**src/rtl/opti_sos_sched.sv**
```systemverilog
// opti_sos_sched: cascade sequencer that time-shares one SOS section engine.
// A sample is accepted in IDLE, then sent through NUM_SOS engine passes in order.
// Each pass feeds the engine result back as the input to the next section.
// The final result is offered on a valid/ready output port.
// Optional feature: define OPTI_SOS_SCHED_TIMEOUT_EN to add the engine-hang watchdog.
// The watchdog adds the err_timeout and clr_err ports.
module opti_sos_sched #(
    parameter int unsigned NUM_SOS = 4,
    parameter int unsigned DW      = 24,
    parameter int unsigned TIMEOUT = 63
) (
    input  logic          clk,
    input  logic          rst_n,
    input  logic [DW-1:0] s_data,
    input  logic          s_valid,
    output logic          s_ready,
    output logic [DW-1:0] m_data,
    output logic          m_valid,
    input  logic          m_ready,
    output logic [DW-1:0] eng_data_in,
    output logic          eng_valid_in,
    output logic [1:0]    eng_sos_idx,
    input  logic [DW-1:0] eng_data_out,
    input  logic          eng_valid_out,
    output logic [1:0]    stage_idx,
`ifdef OPTI_SOS_SCHED_TIMEOUT_EN
    output logic          busy,
    output logic          err_timeout,
    input  logic          clr_err
`else
    output logic          busy
`endif
);

    localparam logic [1:0] S_IDLE  = 2'd0;
    localparam logic [1:0] S_ISSUE = 2'd1;
    localparam logic [1:0] S_WAIT  = 2'd2;
    localparam logic [1:0] S_OUT   = 2'd3;

    localparam logic [1:0] LAST_STAGE = 2'(NUM_SOS - 1);

    // Reject unsupported cascade depths and a watchdog too short for any engine.
    if (NUM_SOS == 0 || NUM_SOS > 4 || TIMEOUT < 2) begin : g_bad_cfg
        $error("opti_sos_sched: NUM_SOS must be 1..4 and TIMEOUT must be at least 2");
    end

    logic [1:0]    state_q, state_d;
    logic [1:0]    stage_q, stage_d;
    logic [DW-1:0] acc_q, acc_d;
    // Separate issue register so eng_data_in holds while acc takes a result in WAIT.
    logic [DW-1:0] eng_data_q, eng_data_d;

`ifdef OPTI_SOS_SCHED_TIMEOUT_EN
    localparam int unsigned    CW       = $clog2(TIMEOUT + 1);
    localparam logic [CW-1:0]  CNT_LAST = CW'(TIMEOUT - 1);

    logic [CW-1:0] wait_cnt_q, wait_cnt_d;
    logic          err_q, err_d;
    logic          timeout_hit;
`endif

    // Next-state logic for the sequencer FSM and its datapath registers.
    always_comb begin
        state_d    = state_q;
        stage_d    = stage_q;
        acc_d      = acc_q;
        eng_data_d = eng_data_q;
`ifdef OPTI_SOS_SCHED_TIMEOUT_EN
        wait_cnt_d  = wait_cnt_q;
        timeout_hit = 1'b0;
`endif
        case (state_q)
            S_IDLE: begin
                if (s_valid) begin
                    acc_d      = s_data;
                    eng_data_d = s_data;
                    stage_d    = 2'd0;
                    state_d    = S_ISSUE;
                end
            end
            S_ISSUE: begin
                state_d = S_WAIT;
`ifdef OPTI_SOS_SCHED_TIMEOUT_EN
                wait_cnt_d = '0;
`endif
            end
            S_WAIT: begin
                if (eng_valid_out) begin
                    acc_d = eng_data_out;
                    if (stage_q == LAST_STAGE) begin
                        state_d = S_OUT;
                    end else begin
                        stage_d    = stage_q + 2'd1;
                        eng_data_d = eng_data_out;
                        state_d    = S_ISSUE;
                    end
                end
`ifdef OPTI_SOS_SCHED_TIMEOUT_EN
                // Counter holds (elapsed WAIT cycles - 1); the last allowed cycle drops the sample.
                else if (wait_cnt_q == CNT_LAST) begin
                    timeout_hit = 1'b1;
                    state_d     = S_IDLE;
                end else begin
                    wait_cnt_d = wait_cnt_q + CW'(1);
                end
`endif
            end
            S_OUT: begin
                if (m_ready) begin
                    state_d = S_IDLE;
                end
            end
            default: state_d = S_IDLE;
        endcase
    end

`ifdef OPTI_SOS_SCHED_TIMEOUT_EN
    // Sticky error flag: a new timeout takes priority over a simultaneous clear.
    always_comb begin
        err_d = err_q;
        if (timeout_hit) begin
            err_d = 1'b1;
        end else if (clr_err) begin
            err_d = 1'b0;
        end
    end

    // Watchdog state registers.
    always_ff @(posedge clk) begin
        if (!rst_n) begin
            wait_cnt_q <= '0;
            err_q      <= 1'b0;
        end else begin
            wait_cnt_q <= wait_cnt_d;
            err_q      <= err_d;
        end
    end

    assign err_timeout = err_q;
`endif

    // Sequencer state registers with synchronous active-low reset.
    always_ff @(posedge clk) begin
        if (!rst_n) begin
            state_q    <= S_IDLE;
            stage_q    <= 2'd0;
            acc_q      <= '0;
            eng_data_q <= '0;
        end else begin
            state_q    <= state_d;
            stage_q    <= stage_d;
            acc_q      <= acc_d;
            eng_data_q <= eng_data_d;
        end
    end

    assign s_ready      = (state_q == S_IDLE);
    assign busy         = (state_q != S_IDLE);
    assign eng_valid_in = (state_q == S_ISSUE);
    assign m_valid      = (state_q == S_OUT);
    assign m_data       = acc_q;
    assign eng_data_in  = eng_data_q;
    assign eng_sos_idx  = stage_q;
    assign stage_idx    = stage_q;

endmodule

```
**config.mk**
```make
export PLATFORM = sky130hd
export DESIGN_NAME = opti_sos_sched
export DESIGN_NICKNAME = d
export VERILOG_FILES = /design/src/rtl/opti_sos_sched.sv
export SDC_FILE = /design/constraint.sdc
export NUM_CORES = 1
export LEC_CHECK = 0
export ABC_AREA = 1
export CAP_MARGIN = 20
export CORE_ASPECT_RATIO = 1.25
export CORE_MARGIN = 5
export CORE_UTILIZATION = 40
export CTS_CLUSTER_DIAMETER = 30
export DETAILED_ROUTE_END_ITERATION = 16
export GPL_TIMING_DRIVEN = 0
export PLACE_DENSITY = 0.74
export SYNTH_ARGS = -nofsm -noshare
export SYNTH_HDL_FRONTEND = slang
export SYNTH_SLANG_ARGS = --single-unit
```
**constraint.sdc**
```tcl
create_clock -name clk -period 1.6 [get_ports clk]
set_input_delay 0.24 -clock clk [delete_from_list [all_inputs] [get_ports clk]]
set_output_delay 0.24 -clock clk [all_outputs]
set_load 0.02 [all_outputs]
```
[After elaboration in Yosys (flattened, before gate mapping)]
Cells that the tools add are included.
Cells by class
  $add $sub $neg: 1
  eq/ne operators: 8
  multiplexer cells: 15
  reductions and logical operators: 6
Operators by type and width (number)
  two-way mux 24 bit: 4
  case mux 24 bit (2 select lines): 2
  two-way mux 2 bit: 7
  case mux 2 bit (4 select lines): 1
  equality test 2 bit (second input constant): 3
  != test 2 bit (second input constant): 3
  AND reduction 3 bit: 2
  case mux 2 bit (2 select lines): 1
  AND reduction 4 bit: 1
  nonzero test 2 bit: 2
  adder 2 x 1 -> 2 bit (second input constant): 1
  equality test 2 x 1 -> 1 bit (second input constant): 1
  zero test 2 bit: 1
  != test 2 x 1 -> 1 bit (second input constant): 1
Word-level totals
  flip-flop bits (word level): 52
  input bits: 53
  output and inout port bits: 56

[Depth between registers and ports, before layout]
  depth after elaboration: 4
  gate-level depth with buffers: 8
  mapped depth without buffers: 7

[Least setup slack after synthesis]
OpenSTA, ideal clock, no wires.
  path kind: flip-flop to flip-flop
  start: register state_q[0]
  end: register eng_data_q[10] (netlist: eng_data_in[10])
  setup time: 0.064 ns
  data arrival time: 1.410 ns
  data required time: 1.536 ns
  slack: 0.126 ns
  stages on the path, launching flop included: 7
  path buffers: 1
  cell sequence: dfxtp_1 > nor2_1 > nand2_1 > nand3_4 > buf_2 > nor2_1 > nor2_1
Between the ends
  longest elaborated chain between the ends: 3
  elaborated cells on any way between the ends: 8
Ends and longest elaborated chain
  start, declared: line 47  | logic [1:0] state_q, state_d;
  start signal, assigned: line 150  | state_q <= state_d;
  zero test 2 bit (*)
  net s_ready: line 16  | output logic s_ready,
  != test 2 bit (no source line) or nonzero test 2 bit (tied branches)
  AND reduction 4 bit (no source line)
  end signal, assigned: line 153  | eng_data_q <= eng_data_d;
  end, declared: line 51  | logic [DW-1:0] eng_data_q, eng_data_d;
Mark *: on every way through the listed nets, which the timed path passes. The rest lies on a longest branch.
A chain may end at the register's enable or synchronous reset.

[Worst setup path in the final report]
  start: register state_q[1]
  end: output port eng_valid_in
Between the ends
  longest elaborated chain between the ends: 1
Ends and longest elaborated chain
  equality test 2 x 1 -> 1 bit: line 159  | assign eng_valid_in = (state_q == S_ISSUE);
  end, declared: line 21  | output logic eng_valid_in,
Every way passes these cells.

==> metrics.md <==
| Metric | Value |
|---|---|
| Status | finished, final reports clean |
| Post-synth EDFFs | 0 |
| Ys Warns | 0 |
| Detailed-route via count | 3,107 |
| IO Count | 109 |
| Yosys top cell area share | 36.9% |
| Combinational Power Share | 42.9% |
| DR DRC count | 0 |
| Die ar. | 0.00884 sq mm |
| Bufs on Longest Clock Path | 2 |
| Synth Cell Area | 0.00282 sq mm |
| Hold-fix buffers, CTS | 0 |
| DRT Pass-1 Iters | 5 |
| Leakage | 2.24 nW |
| Final HPWL DP | 6750 um |
| Routability cong. | 0.946 |
| Num CTS Buffers | 5 |
| Synth Flop Type | dfxtp_1 |
| P_int | 2.65 mW |
| Cell Count, Final, Fillers Out | 684 |
| Total track usage | 18.4% |
| Syn Area/Cell | 5.88 sq um |
| Largest net degree at the start of global routing | 16 |
| Yosys cell types | 15 |
| Final period utilization | 96.6% |
| Core ar. | 0.00693 sq mm |
| VDD IR max | 475 uV |
| Final core occ | 59.4% |
| Mapped Nets | 534 |
| Max Transition Viols Final | 0 |
| Worst skew pair latency | 300 ps |
| Top cells by area, synth | dfxtp_1, nand2_1, inv_1 |
| Sequential power share | 38.6% |
| Die Ht | 104 um |
| Max_cap viols | 0 |
| Initial Util | 40.7% |
| Setup violators final | 0 |
| ANT cells | 0 |
| Cells after DPL | 677 |
| Starting DRT DRC Count | 124 |
| Post-CTS setup buffer count | 0 |
| Sequential share of the synthesized area | 36.9% |
| IO Port Bufs | 107 |
| Pwr per Cell Area | 1020 mW/mm^2 |
| Cell with the most instances after synthesis | nand2_1 |
| CP max-delay cell | dfxtp_4 |
| Drt via density | 4.54 |
| Critical path class | flip-flop to output port |
| Most frequent CP cell | buf_4 |
| Placed inst area | 0.00400 sq mm |
| Area Growth Syn to Fin | 46.0% |
| First-pass GRT wire length | 13,500 um |
| Worst EP arrival | 1310 ps |
| Worst-path fanout max | 10 |
| DRT antenna net count | 0 |
| HP Class | input pin to flip-flop |
| Worst-path clk slew | 90 ps |
| Global route total overflow | 0 |
| Fmax achieved | 0.647 GHz |
| CTS H-tree depth | 2 |
| Cell Rows | 34 |
| Total power | 4.21 mW |
| Post-route cell area | 0.00412 sq mm |
| Share of layout cells above drive strength 1 | 6.06% |
| Crit. End Element | output port |
| Clock power frac | 18.5% |
| Number of global-route vias before repair | 2,947 |
| Slew @ Worst Pin | 461 ps |
| Post-Syn Instances | 480 |
| Worst EP required | 1360 ps |
| Leading area contributor after synthesis | dfxtp_1 |
| Commonest cells in the netlist | nand2_1, inv_1, nor2_1 |
| Nets | 647 |
| FF+latch count, synth | 52 |
| Rel. slew slack | 69.3% |
| Initial antenna violation count | 0 |
| Cell Chain, Critical Path | buf_4, clkbuf_4, nor2_1, buf_4 |
| Async set or reset register ratio after synthesis | 0% |
| Clock sink count | 52 |
| WL/cell | 12.4 um |
| Setup crit start kind | flip-flop |
| CTS tree | yes |
| FILL cells | 710 |
| Post-Route WL | 8480 um |
| Crit-path max cell delay | 370 ps |
| Final Critical Period | 1550 ps |
| WHS | 293 ps |
| Endpoints failing hold | 0 |
| Switching Fraction | 37.1% |
| Switching power of the nets | 1.56 mW |
| Die Width | 85.1 um |
| Clock skew | 7.73 ps |
| Clock Tree Root | clkbuf_8 |
path summary, 6_finish.rpt:
path | startpoint | end | slack, ps | depth (start not counted)
worst min register to register | m_data[18]$_SDFFE_PN0P_ | m_data[18]$_SDFFE_PN0P_ | 490 | 2
worst min-delay path | rst_n | state_q[1]$_SDFFE_PN0P_ | 290 | 3
worst max-delay path | state_q[1]$_SDFFE_PN0P_ | eng_valid_in | 50 | 4
worst max register to register | eng_sos_idx[0]$_SDFFE_PN0P_ | eng_data_in[15]$_SDFFE_PN0P_ | 80 | 6
cell usage in the layout, fill, tap and decap left out, drive strengths merged:
master / instances
nand2: 129
inv: 105
clkdlybuf4s50: 100
nor2: 81
dfxtp: 52
nand3: 51
a21oi: 28
clkbuf: 21
buf: 16
dlygate4sd2: 4
clkinv: 2
o21ai: 1
or2: 1
ha: 1
clkdlybuf4s15: 1
dlymetal6s2s: 1
worst max-delay path, delay by kind of cell, from the launching register on:
| family | cells | cell delay (ps) |
|---|---|---|
| buffers and inverters | 3 | 500 |
| DFF | 1 | 370 |
| and+or+nand+nor | 1 | 130 |
registers in the layout, summed over array words and instances (netlist names):
| signal | count |
|---|---|
| m_data | 24 |
| eng_data_in | 24 |
| state_q | 2 |
| eng_sos_idx | 2 |
cell families (layout without fill, tap and decap cells):
| family | after synthesis | count (layout) | synth area share (%) |
|---|---|---|---|
| and+or+nand+nor | 262 | 262 | 37.7 |
| buffers and inverters | 136 | 250 | 19.8 |
| DFF | 52 | 52 | 36.9 |
| AOI/OAI and AO/OA | 29 | 29 | 5.15 |
| adders and majority gates | 1 | 1 | 0.444 |
through the flow:
stage                     setup slack (ps)  TNS (ps)
after global placement                -174     -3030
final                                 53.9         0
after global routing                 -28.7     -62.7
after floorplan                        126         0
after detailed placement              -243     -4530
after CTS                             7.61         0
final cells by class:
cell class,count,area [sq um],share of cell area [%]
Clock inverter,2,10.0,0.243
Tap cell,90,113,2.74
Clock buffer,6,82.6,2.01
Inverter,105,394,9.57
Multi-Input combinational cell,292,1220,29.7
Buffer,30,176,4.29
Timing Repair Buffer,107,1070,25.9
Sequential cell,52,1050,25.5
timing repair:
item,4_1_cts,5_1_grt
pin swaps,0,0
endpoints found under the setup margin,7,13
gates resized for setup,17,11
power groups by stage:
stage / registers, mW / clock network, mW / logic [mW]
final: 1.62 / 0.778 / 1.80
after global routing: 1.65 / 0.836 / 1.99
after CTS: 1.62 / 0.796 / 1.81
after detailed placement: 1.65 / 0 / 1.82
after global placement: 1.64 / 0 / 1.79
after floorplan: 1.88 / 0 / 0.801
per-layer routing:
layer  vias up  routed length, um  track usage (%)
li1       1625                  -                -
met1      1344               3470             21.4
met2       122               4160             33.4
met3        16                739             4.99
met4         0                104             3.73
met5         -                  0                0
Power figures use the tool's default switching activity.
==> RTL edit (config.mk and constraints unchanged) <==
Build with the macro `OPTI_SOS_SCHED_TIMEOUT_EN` defined.
--- a/src/rtl/opti_sos_sched.sv
+++ b/src/rtl/opti_sos_sched.sv
@@ -4,6 +4,8 @@
 // The final result is offered on a valid/ready output port.
 // Optional feature: define OPTI_SOS_SCHED_TIMEOUT_EN to add the engine-hang watchdog.
 // The watchdog adds the err_timeout and clr_err ports.
+`define OPTI_SOS_SCHED_TIMEOUT_EN
+
 module opti_sos_sched #(
     parameter int unsigned NUM_SOS = 4,
     parameter int unsigned DW      = 24,
Ports: changed (added clr_err and err_timeout); port bits go from 109 to 111. The function was not compared with the original's and may differ.
==> RTL edit against the original RTL <==
Core utilization grew 8.5 points; setup slack worse by 0.052 ns; area after synthesis decreased by 4.1%; sequential cell count is 7 higher; final area is 8.3% higher; power grew 55%; clock skew is 0.0040 ns lower; routed wire length up 0.14%; critical endpoint is now eng_data_in[4]; largest power group unchanged.
==> RTL edit: results (changes against the original RTL) <==
STA
The worst slew slack as a fraction of its limit is 55.5% (-14 points). The worst-case clock skew is 0.00369 ns (-0.00404 ns).

Setup path
On the critical path the largest part of the delay comes from simple AND/OR/NAND/NOR gates. The critical-path maximum fanout is 7 (-3).

Drt
The number of violations reported at the end of detailed-routing iteration 0 was 105 (-15%).

Logic synthesis
Ranked by instance count, the synthesized netlist is headed by 156 x nand2_1, 63 x nor2_1, 59 x dfxtp_1. The net count of the mapped netlist is 466 (-13%). By area the synthesized netlist is led by dfxtp_1 44%, nand2_1 22%, nor2_1 8.7%, a21oi_1 5.7%, o21ai_0 3.3%.

The compound-cell area share of the yosys netlist was 10.9% (+5.8 points). The cell count after synthesis is 405 (-16%). The number of unique standard cell types used by synthesis came to 22 (+7).

Clock network
The maximum level of the CTS H-tree is 3 (+1). The total CTS buffers was 9 (+4). The register clock-pin slew on the reported worst setup and hold paths came to 0.06 ns (-0.03 ns).

Power
The combinational fraction of design power is 49.0% (+6.1 points). The switching power was 2.46 mW (+58%).

Global route
The via count of the first global-routing pass was 2,886 (-2.1%). The first-pass GRT wire length is 13.6 mm (+1.0%).

Worst hold path
The min-delay analysis places its worst path in the category reg2reg.

Placed design
The worst slack at placement was -0.282 ns (-0.0388 ns). The sum of net half-perimeters after detailed placement came to 6.18 mm (-8.5%).

Outcome
The run finished with clean final reports.

Final layout
Among all cell classes, the greatest summed area belongs to multi-input gates. The fraction of area in non-clock buffers was 31.6% (+1.4 points). The area of the multi-input gates is 1460 um2 (+19%).
## RTL edit: timing repair
item	CTS	global route
pin swaps	5	13
endpoints found under the setup margin	60	55
gates cloned	2	1
resized for setup	57	34
endpoints found under the hold margin	0	0
setup buffers	10	2
## RTL edit: tightest hold or removal path, cell delays in order (launching register included)
cell     delay [ns]
dfxtp_1        0.31
nand2_1        0.06
a21oi_1        0.05
## RTL edit: final timing paths
path         startpoint              to  cells past startpoint  slack, ns
max          state_q[0]  eng_data_in[4]                     11      0.002
max reg2reg  state_q[0]  eng_data_in[4]                     11      0.002
min          m_data[17]      m_data[17]                      2       0.46
min reg2reg  m_data[17]      m_data[17]                      2       0.46
## RTL edit: per-layer routing
metal,up-vias,part of all wire (%),GRT usage (%)
met1,1313,41,22.9
met2,98,51,36.0
met4,0,1.5,9.53
met3,8,6.7,4.35
met5,-,0,0
li1,1532,-,-
